### src/rtl/rst_seq_ctrl_if.sv
// Request/status bundle of the reset sequencer: software and watchdog inputs, sequenced resets out.
interface rst_seq_ctrl_if #(parameter int N_OUT = 3);
  logic             sw_rst_req;
  logic             wdog_kick;
  logic [N_OUT-1:0] reset_out;
  logic             seq_done;
  logic [1:0]       rst_cause;

  modport master (output sw_rst_req, wdog_kick, input reset_out, seq_done, rst_cause);
  modport slave  (input sw_rst_req, wdog_kick, output reset_out, seq_done, rst_cause);
endinterface

### src/rtl/rst_seq_ctrl.sv
// Reset synchroniser and sequencer: async assert, sync release, staggered per-output release.
// Define RSTSEQ_WDOG_EN to build the watchdog that re-runs the sequence when kicks stop.
module rst_seq_ctrl #(
  parameter int SYNC_STAGES = 2,
  parameter int N_OUT       = 3,
  parameter int MIN_ASSERT  = 4,
  parameter int RELEASE_GAP = 8,
  parameter int WDOG_CYCLES = 65536
) (
  input  logic          clk,
  input  logic          reset_in,
  rst_seq_ctrl_if.slave bus
);
  localparam int SW_ASSERT = (MIN_ASSERT > 1) ? MIN_ASSERT : 1;
  localparam int CNT_MAX   = (SW_ASSERT > RELEASE_GAP) ? SW_ASSERT : RELEASE_GAP;
  localparam int CW        = $clog2(CNT_MAX) + 1;
  localparam int IW        = $clog2(N_OUT) + 1;

  typedef enum logic [1:0] {S_ASSERT, S_HOLD, S_RELEASE, S_RUN} state_t;

  state_t                 state_q, state_d;
  logic [SYNC_STAGES-2:0] sync_q;
  logic [CW-1:0]          cnt_q, cnt_d;
  logic [IW-1:0]          idx_q, idx_d;
  logic [N_OUT-1:0]       rout_q, rout_d;
  logic                   done_q, done_d;
  logic [1:0]             cause_q, cause_d;
  logic                   step;
  logic                   wdog_fire;

  // The FSM state register is the last synchroniser stage, so only SYNC_STAGES-1 flops live here.
  if (SYNC_STAGES > 2) begin : g_chain
    always_ff @(posedge clk or negedge reset_in) begin
      if (!reset_in) sync_q <= '0;
      else           sync_q <= {sync_q[SYNC_STAGES-3:0], 1'b1};
    end
  end else begin : g_single
    always_ff @(posedge clk or negedge reset_in) begin
      if (!reset_in) sync_q <= '0;
      else           sync_q <= 1'b1;
    end
  end

`ifdef RSTSEQ_WDOG_EN
  localparam int WW = $clog2(WDOG_CYCLES) + 1;
  logic [WW-1:0] wdog_q, wdog_d;

  // Counter idles at zero outside RUN, so re-entering RUN always starts a full timeout.
  always_comb begin
    wdog_d    = '0;
    wdog_fire = 1'b0;
    if (state_q == S_RUN && !bus.wdog_kick) begin
      if (wdog_q == WW'(WDOG_CYCLES - 1)) wdog_fire = 1'b1;
      else                                wdog_d    = wdog_q + 1'b1;
    end
  end

  always_ff @(posedge clk or negedge reset_in) begin
    if (!reset_in) wdog_q <= '0;
    else           wdog_q <= wdog_d;
  end
`else
  wire unused_kick = bus.wdog_kick;
  assign wdog_fire = 1'b0;
`endif

  always_comb begin
    state_d = state_q;
    cnt_d   = cnt_q;
    idx_d   = idx_q;
    rout_d  = rout_q;
    done_d  = done_q;
    cause_d = cause_q;
    step    = 1'b0;
    case (state_q)
      S_ASSERT: if (sync_q[SYNC_STAGES-2]) begin
        if (MIN_ASSERT == 0) step = 1'b1;
        else begin
          state_d = S_HOLD;
          cnt_d   = CW'(MIN_ASSERT);
        end
      end
      S_HOLD, S_RELEASE: begin
        if (cnt_q == CW'(1)) step  = 1'b1;
        else                 cnt_d = cnt_q - 1'b1;
      end
      default: ;
    endcase
    // step releases output idx_q and reloads the gap to the next one
    if (step) begin
      rout_d = rout_q | (N_OUT'(1) << idx_q);
      idx_d  = idx_q + 1'b1;
      cnt_d  = CW'(RELEASE_GAP);
      if (idx_q == IW'(N_OUT - 1)) begin
        state_d = S_RUN;
        done_d  = 1'b1;
      end else begin
        state_d = S_RELEASE;
      end
    end
    if (state_q != S_ASSERT && (bus.sw_rst_req || wdog_fire)) begin
      state_d = S_HOLD;
      cnt_d   = CW'(SW_ASSERT);
      idx_d   = '0;
      rout_d  = '0;
      done_d  = 1'b0;
      cause_d = bus.sw_rst_req ? 2'b10 : 2'b11;
    end
  end

  always_ff @(posedge clk or negedge reset_in) begin
    if (!reset_in) begin
      state_q <= S_ASSERT;
      cnt_q   <= '0;
      idx_q   <= '0;
      rout_q  <= '0;
      done_q  <= 1'b0;
      cause_q <= 2'b01;
    end else begin
      state_q <= state_d;
      cnt_q   <= cnt_d;
      idx_q   <= idx_d;
      rout_q  <= rout_d;
      done_q  <= done_d;
      cause_q <= cause_d;
    end
  end

  assign bus.reset_out = rout_q;
  assign bus.seq_done  = done_q;
  assign bus.rst_cause = cause_q;
endmodule

### src/flat_wrapper.sv
// flat-port wrapper written by rule: the top's interface ports become plain ports
module rst_seq_ctrl_flat 
#(
  parameter int SYNC_STAGES = 2,
  parameter int N_OUT       = 3,
  parameter int MIN_ASSERT  = 4,
  parameter int RELEASE_GAP = 8,
  parameter int WDOG_CYCLES = 65536
)
  (clk, reset_in, bus_sw_rst_req, bus_wdog_kick, bus_reset_out, bus_seq_done, bus_rst_cause);
  rst_seq_ctrl_if #(.N_OUT(N_OUT)) bus_i ();
  input  logic clk;
  input  logic reset_in;
  input wire logic [$bits(bus_i.sw_rst_req)-1:0] bus_sw_rst_req;
  input wire logic [$bits(bus_i.wdog_kick)-1:0] bus_wdog_kick;
  output wire logic [$bits(bus_i.reset_out)-1:0] bus_reset_out;
  output wire logic [$bits(bus_i.seq_done)-1:0] bus_seq_done;
  output wire logic [$bits(bus_i.rst_cause)-1:0] bus_rst_cause;
  assign bus_i.sw_rst_req = bus_sw_rst_req;
  assign bus_i.wdog_kick = bus_wdog_kick;
  assign bus_reset_out = bus_i.reset_out;
  assign bus_seq_done = bus_i.seq_done;
  assign bus_rst_cause = bus_i.rst_cause;
  rst_seq_ctrl #(.SYNC_STAGES(SYNC_STAGES), .N_OUT(N_OUT), .MIN_ASSERT(MIN_ASSERT), .RELEASE_GAP(RELEASE_GAP), .WDOG_CYCLES(WDOG_CYCLES)) u_core (.clk(clk), .reset_in(reset_in), .bus(bus_i));
endmodule
### config.mk
export PLATFORM = sky130hd
export DESIGN_NAME = rst_seq_ctrl_flat
export DESIGN_NICKNAME = d
export VERILOG_FILES = /design/src/rtl/rst_seq_ctrl_if.sv /design/src/rtl/rst_seq_ctrl.sv /design/src/flat_wrapper.sv
export SDC_FILE = /design/constraint.sdc
export NUM_CORES = 1
export LEC_CHECK = 0
export ABC_CLOCK_PERIOD_IN_PS = 2800
export CORE_ASPECT_RATIO = 0.9
export CORE_MARGIN = 4
export CORE_UTILIZATION = 45
export CTS_BUF_LIST = sky130_fd_sc_hd__clkbuf_4 sky130_fd_sc_hd__clkbuf_8 sky130_fd_sc_hd__clkbuf_16
export DETAILED_ROUTE_END_ITERATION = 8
export GPL_TIMING_DRIVEN = 0
export PLACE_DENSITY = 0.64
export SLEW_MARGIN = 20
export SYNTH_ARGS = -nofsm -noshare
export SYNTH_HDL_FRONTEND = slang
export SYNTH_SLANG_ARGS = --single-unit
### constraint.sdc
create_clock -name clk -period 2.8 [get_ports clk]
set_clock_uncertainty 0.2 [all_clocks]
set_input_delay 0.56 -clock clk [delete_from_list [all_inputs] [get_ports clk]]
set_output_delay 0.56 -clock clk [all_outputs]
set_load 0.02 [all_outputs]
==> run metrics <==
CP startpoint kind flip-flop; Area after DPL 955.9 um2; Global Route Usage Sum 0.1244; post-synth top area cell dfrtp_1; Buf/Inv on CP 1; Top delay family on crit path buffers and inverters; final non-filler cell total 114; pin count of the biggest net entering global routing 17; crit path DAT 1.40 ns; commonest non-fill, non-tap cells in the layout dfrtp_1 (15), inv_1 (9), clkdlybuf4s50_1 (8); Pre-antenna DRT Iters 3; placed instance count 110; Clock Path Buffers 2; P_leak 0.4522 nW; met2 WL 522 um; sequential share of the synthesized area 0.4749; Final min period 2.164 ns; Post CTS Setup Buffer Count 0; WL/cell 11.95 um; Final Hold Fails 0; CP required 2.04 ns; Nets 102; first-pass GRT wire length 2380 um; via/cell ratio 5.044; clk sink count 16; vias in the first global route 537; Detail Placement HPWL 1019 um; Clock Pin Slew Worst Setup and Hold Paths 0.09 ns; IO Pins 10; Worst Hold Class flip-flop to flip-flop; crit path capture type output pin; max-slew violation count 0; die area 2638 um2; Die Width 53.70 um; final worst path period share 0.7728; max cap viols 0; Yosys top cell area share 0.4438; Synth Warn # 0; RSZ-0062 raised after global routing no; PD cells 756.3 nW/um2; layout cell share with drive strength beyond 1 0.1333; Mapped Cells 78; Design Area, Final 992.2 um2; Port Buf Inserts 8; antenna-violating nets left 0; commonest non-fill, non-tap cell in the layout dfrtp_1; number of library cell types mapped by synthesis 34; setup tns final 0 ns; syn nets 89; Area Growth Syn to Fin 17.31%; Tightest Pin Transition 0.7126 ns; Core ar. 1734 um2; routability cong. 0.8346; clk_lat worst skew 0.28 ns; Yosys reg bits 16; CTS Buf Count 3; DRC viols 0; Rows 14; total wire length 1362 um; ranking of synthesized cells by area dfrtp_1 (44%), ha_1 (10%), inv_1 (4.0%), mux2i_1 (3.6%), dfstp_2 (3.1%); worst path cell trace clkdlybuf4s50_1; Post-CTS Hold Fix Bufs 0; Root Buffer clkbuf_4; crit path kind flip-flop to output pin; critical path peak fanout 2; mean post-synth cell area 10.84 um2; antenna violations before repair 0; maximum operating frequency 462.1 MHz; status finished clean; Initial Utilization 0.4877; max incr delay on CP 0.59 ns; DR top layer met4; HP Start u_core.bus.rst_cause[1]; post-cts resize count 0; GR Overflow Total 0; Critical Path Source u_core.bus.rst_cause[0]; initial DRC count 4; H-Tree Level Count 1; VDD IR max 0.0005838 V; Worst path slowest cell clkdlybuf4s50_1; diode count 0; Netlist Area Pre-Place 845.8 um2; met3 wire length 81 um; Die H 49.13 um; Metal-1 WL 747 um; total number of vias 575; final setup fails 0; Slew Limit Headroom 0.5234; CTS tree done; r2r startpoint u_core.cnt_q[1]
final timing paths:
path	cells after the start	slack, ns	end
worst max-delay path	1	0.64	bus_rst_cause[0]
worst min-delay path	1	0.27	u_core.bus.rst_cause[1]
worst max register to register	5	0.84	u_core.cnt_q[1]
worst min register to register	1	0.27	u_core.bus.rst_cause[1]
max in group asynchronous	1	1.45	u_core.cnt_q[0]
min in group asynchronous	1	0.50	u_core.bus.reset_out[1]
power breakdown:
group / switching (mW) / leakage (nW) / internal (mW)
combinational: 0.152 / 0.231 / 0.141
sequential: 0.0377 / 0.200 / 0.272
clock: 0.0676 / 0.0210 / 0.0792
cells by family after synthesis:
| kind of cell | count (synthesis) | share of synthesized area |
|---|---|---|
| simple gates | 23 | 0.1716 |
| compound gates | 16 | 0.1479 |
| flops | 16 | 0.4749 |
| buf+inv | 11 | 0.05177 |
| fa+ha+maj | 7 | 0.1035 |
| mux | 3 | 0.03550 |
| other cells | 1 | 0.004434 |
| xor+xnor | 1 | 0.01036 |
flip-flops by register name, indices dropped and copies added (netlist names):
signal                count
u_core.bus.rst_cause      2
u_core.sync_q             1
u_core.cnt_q              4
u_core.bus.reset_out      3
u_core.bus.seq_done       1
u_core.state_q            2
u_core.idx_q              3
routing by layer:
metal,track usage,vias up
met5,0,-
met3,0.06422,2
met2,0.1573,10
met1,0.1851,265
li1,-,298
met4,0.02553,0
synthesized netlist by cell type:
master / n
nand2b_1: 3
nor2_1: 6
a21o_1: 1
a2111oi_2: 1
and3_4: 1
and2b_2: 1
o22a_2: 1
o21bai_1: 1
nand3_1: 1
nand2_1: 1
ha_1: 7
or4b_1: 2
o311ai_0: 1
conb_1: 1
a31o_2: 1
a22o_1: 1
a211oi_1: 1
nor3b_1: 1
nor3_1: 2
dfrtp_1: 15
xnor2_1: 1
dfstp_2: 1
o21a_1: 2
nor4bb_1: 1
nand4b_1: 1
a31oi_1: 2
and2_1: 1
or3_1: 1
inv_1: 9
o221ai_1: 1
mux2i_1: 3
a21oi_1: 3
buf_2: 2
nor2b_1: 1
through the flow:
stage	power, mW	hold WS (ns)	worst slack [ns]	util
final	0.7504	0.2674	0.6362	0.5722
after CTS	0.7586	0.2769	0.6222	0.5722
after detailed placement	0.6074	0.2514	0.6233	0.5512
after global placement	0.6040	0.2499	0.6435	0.5512
after floorplan	0.5407	0.06441	0.9896	-
after global routing	0.8218	0.3098	0.5861	0.5722
area by class of cell:
cell class / count / area (um2)
Inverter: 9 / 33.78
Timing Repair Buffer: 8 / 80.08
Tap cell: 24 / 30.03
Multi-Input combinational cell: 51 / 400.4
Fill cell: 147 / 742.0
Sequential cell: 16 / 401.6
Buffer: 2 / 10.01
Clock buffer: 4 / 36.28
Note: power is estimated with default switching activity, not from simulation.
